File: config.mk
export PLATFORM = sky130hd
export DESIGN_NAME = sparce_skip_unit
export DESIGN_NICKNAME = d
export VERILOG_FILES = /design/src/rtl/sparce_skip_unit.sv
export SDC_FILE = /design/constraint.sdc
export NUM_CORES = 2
export LEC_CHECK = 0
export BUFFER_PORTS_ARGS = -buffer_cell sky130_fd_sc_hd__buf_2
export CAP_MARGIN = 0
export CORE_AREA = 2 2 297 592
export DETAILED_ROUTE_END_ITERATION = 16
export DIE_AREA = 0 0 299 594
export PLACE_DENSITY = 0.6
export SETUP_SLACK_MARGIN = 0.5
export SLEW_MARGIN = 20
export SYNTH_ARGS = -nofsm -noshare
export SYNTH_HDL_FRONTEND = slang
export SYNTH_SLANG_ARGS = --single-unit
File: constraint.sdc
create_clock -name CLK -period 7.2 [get_ports CLK]
set_clock_uncertainty 0.15 [all_clocks]
set_input_delay 1.44 -clock CLK [delete_from_list [all_inputs] [get_ports CLK]]
set_output_delay 1.44 -clock CLK [all_outputs]
set_load 0.005 [all_outputs]
File: src/rtl/sparce_skip_unit.sv
// sparce_skip_unit: zero-register tracker plus programmable skip table that redirects fetch past skippable blocks
module sparce_skip_unit #(
  parameter int SASA_ENTRIES = 16,
  parameter logic [31:0] SASA_BASE = 32'h9000_0000,
  parameter int HOLDOFF = 2
) (
  input  logic        CLK,
  input  logic        nRST,
  input  logic [31:0] pc,
  input  logic [31:0] rdata,
  input  logic        if_ex_enable,
  input  logic        wb_en,
  input  logic [4:0]  rd,
  input  logic [31:0] wb_data,
  input  logic        sasa_wen,
  input  logic [31:0] sasa_addr,
  input  logic [31:0] sasa_data,
  output logic        skipping,
  output logic [31:0] sparce_target
);
  localparam int LG = $clog2(SASA_ENTRIES);
  localparam int HW = HOLDOFF > 0 ? $clog2(HOLDOFF + 1) : 1;
  localparam logic [31:0] SPAN = 32'(8 * SASA_ENTRIES);
  logic [31:0] z, zb, off;
  logic [31:0] tag [SASA_ENTRIES];
  logic [1:0]  mode [SASA_ENTRIES];
  logic [4:0]  rs1 [SASA_ENTRIES];
  logic [4:0]  rs2 [SASA_ENTRIES];
  logic [11:0] cnt [SASA_ENTRIES];
  logic [SASA_ENTRIES-1:0] vld;
  logic [HW-1:0] hold;
  logic [LG-1:0] idx;
  logic [11:0] hit_n;
  logic in_win, hit, fire, unused_ok;
  function automatic logic cond_ok(input logic [1:0] m, input logic a, input logic b);
    return m == 2'd0 ? a : m == 2'd1 ? a & b : m == 2'd2 ? a | b : 1'b0;
  endfunction
  assign off = sasa_addr - SASA_BASE;
  assign in_win = sasa_wen && off < SPAN && sasa_addr[1:0] == 2'b00;
  assign idx = off[LG+2:3];
  assign fire = hit && if_ex_enable && hold == '0;
  assign unused_ok = ^{rdata, off[31:LG+3], off[1:0]};
  always_comb begin
    zb = z;
    if (wb_en && rd != 5'd0) zb[rd] = wb_data == 32'd0;
  end
  // descending scan so the lowest matching index is the last to claim the hit
  always_comb begin
    hit = 1'b0;
    hit_n = '0;
    for (int i = SASA_ENTRIES - 1; i >= 0; i--)
      if (vld[i] && cnt[i] != '0 && tag[i] == pc && cond_ok(mode[i], zb[rs1[i]], zb[rs2[i]])) begin
        hit = 1'b1;
        hit_n = cnt[i];
      end
  end
  always_ff @(posedge CLK or negedge nRST)
    if (!nRST) begin
      z <= '1;
      vld <= '0;
      for (int i = 0; i < SASA_ENTRIES; i++) begin
        tag[i] <= '0;
        mode[i] <= '0;
        rs1[i] <= '0;
        rs2[i] <= '0;
        cnt[i] <= '0;
      end
    end else begin
      if (wb_en && rd != 5'd0) z[rd] <= wb_data == 32'd0;
      if (in_win && !off[2]) tag[idx] <= sasa_data;
      if (in_win && off[2]) begin
        vld[idx] <= sasa_data[31];
        mode[idx] <= sasa_data[30:29];
        rs2[idx] <= sasa_data[24:20];
        rs1[idx] <= sasa_data[19:15];
        cnt[idx] <= sasa_data[11:0];
      end
    end
  // holdoff is loaded on the same edge that raises skipping
  always_ff @(posedge CLK or negedge nRST)
    if (!nRST) begin
      skipping <= 1'b0;
      sparce_target <= '0;
      hold <= '0;
    end else begin
      skipping <= fire;
      if (fire) sparce_target <= pc + {18'd0, hit_n, 2'b00};
      hold <= fire ? HW'(HOLDOFF) : hold != '0 ? hold - 1'b1 : hold;
    end
endmodule
==> metrics.md <==
| Metric | Value |
|---|---|
| Setup repair after global routing missed its margin | `true` |
| Critical path data required time | `7630 ps` |
| Clock Latency Late Sink | `710 ps` |
| Async S/R FF share, synth | `100%` |
| Worst-case headroom to the max-slew limit | `15.0%` |
| Post-synth EDFFs | `0` |
| Clk pwr share | `45.1%` |
| Transition at the pin with the smallest max-transition slack | `1250 ps` |
| Sequential-to-total area share from yosys stat | `40.8%` |
| Detailed Place HPWL | `215 mm` |
| Row Count | `216` |
| Prevailing post-synth register cell | `dfrtp_1` |
| Final ANT Viol Nets | `0` |
| Number of primary I/O pins | `203` |
| Number of synthesized register bits | `979` |
| Netlist cell types | `104` |
| Warnings from Yosys | `0` |
| Avg Cell Area, Syn | `11.0 sq um` |
| Critical path buffers and inverters | `7` |
| Post-synthesis instance area | `60100 sq um` |
| Port Buf Inserts | `170` |
| Effective utilization at floorplan | `34.8%` |
| M1 GR Usage | `33.1%` |
| Longest Clk Path Bufs | `3` |
| Type of origin of the critical path | `primary input` |
| Portion of synthesized cell area occupied by the leading cell type | `39.4%` |
| Biggest fanout along the worst timing path | `14` |
| Delay of the slowest cell on the worst path | `1060 ps` |
| Net load switching power | `0.00307 W` |
| Routability congestion estimate from global placement | `1.09` |
| CTS Buf Count | `93` |
| Number of cells traversed by the worst hold path | `1` |
| Startpoint of the tightest hold check path | `sparce_target[5]$_DFFE_PN0P_` |
| Class of the tightest hold or removal check | `flop to flop` |
| Hold-fix buffers, CTS | `0` |
| Path type of the worst setup path | `primary input to flop` |
| Dominant cells by area after synthesis | `dfrtp_1 39%, mux2_2 17%, xnor2_1 5.2%` |
| # placed instances | `8380` |
| Number of global-route vias before repair | `54600` |
| Failing checks | `negative setup slack` |
| Leakage power of the design | `33.3 nW` |
| Total power divided by cell area | `159 nW/um^2` |
| Synthesized instance count | `5484` |
| R2r startpoint | `rs1[0]$_DFFE_PN0P_` |
| Met2 capacity usage during global routing | `57.5%` |
| Final WL | `302 mm` |
| Total setup violations reported at the end of the flow | `23` |
| Most used standard cell by instance count after synthesis | `dfrtp_1` |
| Core area | `173000 sq um` |
| First-pass GRT wire length | `417 mm` |
| Via Count | `53100` |
| Status | `complete, but fails checks` |
| Critical Path AT | `8480 ps` |
| Share of total power in combinational logic | `8.5%` |
| Cell area after placement | `70000 sq um` |
| Number of maximum-capacitance constraint violations | `0` |
| P&R area growth vs syn | `23.8%` |
| Share of the cycle needed by the critical path after routing | `112%` |
| Number of failing hold endpoints at the final stage | `0` |
| R2R setup slack | `30 ps` |
| Clock root buffer | `clkbuf_16` |
| Pint | `0.00878 W` |
| Reg-to-reg critical path endpoint | `sparce_target[28]$_DFFE_PN0P_` |
| Drt via density | `6.17` |
| Cell type with the highest aggregate area in the netlist | `dfrtp_1` |
| Setup slack of the critical path after layout | `-851 ps` |
| Switch share | `25.9%` |
| Clk slew on worst S/H paths | `60 ps` |
| # fillers | `16600` |
| Count of placed standard cells in the final layout, fillers left out | `8616` |
| DRC errors left | `0` |
| Pin count of the biggest net entering global routing | `157` |
| Max-slew violation total from the final report | `0` |
| Total die area | `178000 sq um` |
| Layer carrying the most global-route usage | `met2` |
| Average detailed-routed wire length per instance | `35.0 microns` |
| Total global routing track utilization | `33.4%` |
| Setup TNS | `-14710 ps` |
| Chip width | `299 microns` |
| Iteration-0 DRC count of the detailed router | `5091` |
| Htree depth | `3` |
| Post-route cell area | `74400 sq um` |
| Sequential share of power | `46.4%` |
| Antenna violations before repair | `29` |
| Detailed-routing iteration count for the pre-antenna-repair pass | `5` |
| Nets@finish | `6410` |
| Post-route minimum period | `8050 ps` |
| Global routing met3 resource utilization | `6.16%` |
| Net count after synthesis | `5668` |
| Leading cell types by count after synthesis | `947 x dfrtp_1, 926 x mux2_2, 357 x xnor2_1` |
| Endpoint with the worst hold slack | `sparce_target[5]$_DFFE_PN0P_` |
| Highest achievable clock rate | `0.124 GHz` |
| Overflow left after global routing | `0` |
| Clock tree sinks | `979` |
| Y dimension of the die | `594 microns` |
| Worst reg-to-reg path cell count | `28` |
| Slowest stage cell on the critical path | `o311ai_1` |
| Fraction of layout instances using a drive strength above 1 | `41.2%` |
| Clock tree from TritonCTS | `built` |
| Peak supply drop | `0.184 mV` |
| Type of destination of the critical path | `flop` |
| CP delay by family, top | `compound AO/OA/AOI/OAI gates` |
worst max path at each step:
stage / cells past startpoint / slack [ps] / from / endpoint
3_3_place_gp: 36 / -2170 / wb_data[14] / sparce_target[28]$_DFFE_PN0P_
2_1_floorplan: 31 / -450 / wb_data[14] / sparce_target[28]$_DFFE_PN0P_
6_report: 34 / -850 / wb_data[21] / sparce_target[28]$_DFFE_PN0P_
3_5_place_dp: 36 / -2160 / wb_data[10] / sparce_target[28]$_DFFE_PN0P_
5_1_grt: 36 / -980 / wb_data[21] / sparce_target[28]$_DFFE_PN0P_
4_1_cts: 38 / -630 / wb_data[31] / sparce_target[28]$_DFFE_PN0P_
registers in the layout (all words and copies together) (netlist names):
| register | cells |
|---|---|
| cnt | 192 |
| vld | 16 |
| skipping | 1 |
| sparce_target | 32 |
| rs1 | 80 |
| hold | 2 |
| rs2 | 80 |
| tag | 512 |
| mode | 32 |
| z | 32 |
cells by family after synthesis:
family | share of synthesized area (%)
adders and majority gates | 0.304
AOI/OAI and AO/OA | 9.44
and+or+nand+nor | 12.7
DFF | 40.8
xor gates and xnor gates | 7.75
buffers and inverters | 4.33
muxes | 24.6
per-layer routing:
layer  routed length (microns)  up-vias
met5                        35        -
met4                     36600        8
li1                          -    21900
met3                     19800     1341
met2                    149000     2982
met1                     96600    26900
worst reg2reg max path: cells and delay by family, from the launching register on:
| kind | cells | cell delay (ps) |
|---|---|---|
| buffers and inverters | 2 | 320 |
| muxes | 3 | 820 |
| xor gates and xnor gates | 1 | 160 |
| and+or+nand+nor | 4 | 640 |
| DFF | 1 | 820 |
| AOI/OAI and AO/OA | 16 | 3690 |
| adders and majority gates | 2 | 450 |
stage by stage:
step                      hold WS (ps)  util (%)  worst slack, ps  power [W]
final                              349      43.0             -851     0.0119
after global routing               371      43.0             -981     0.0122
after CTS                          349      42.8             -633     0.0119
after detailed placement           330      40.5            -2160    0.00658
after global placement             326      40.5            -2170    0.00658
after floorplan                    328         -             -453    0.00593
final cells by class:
type	count	area [sq um]	area share, %
Antenna cell	25	62.6	0.0840
Multi-Input combinational cell	3842	33900	45.6
Tap cell	2289	2860	3.85
Clock buffer	131	2710	3.65
Timing Repair Buffer	1140	9180	12.3
Sequential cell	979	24500	33.0
Inverter	170	647	0.869
Clock inverter	40	520	0.699
layout by cell type, fill, tap and decap left out, drive strengths merged, types with 33 or more instances in the layout:
cell type  count
nand3         95
nand2b        75
o21ai         86
nand4        171
nor3          87
nor2b         34
xor2         175
mux4         137
a22oi         33
xnor2        357
nor2         220
a21oi         72
nor4         145
o2111ai       47
inv          167
dfrtp        947
o211ai        38
mux2         954
mux2i         98
clkbuf       134
buf         1136
o311ai        66
nand3b        36
a211oi        50
nand2        280
a2111oi       35
what timing repair did:
item	4_1_cts	5_1_grt
endpoints found under the setup margin	30	29
buffers inserted	21	15
pin swaps	34	30
gates resized for setup	121	65
gates cloned	1	2
power groups by stage:
stage	sequential (W)	clock [W]	combinational [W]
finish	0.00550	0.00535	0.00100
global route	0.00549	0.00564	0.00103
CTS	0.00550	0.00542	0.000986
detailed placement	0.00560	0	0.000980
global placement	0.00560	0	0.000979
floorplan	0.00560	0	0.000325
(Power assumes the default switching activity.)
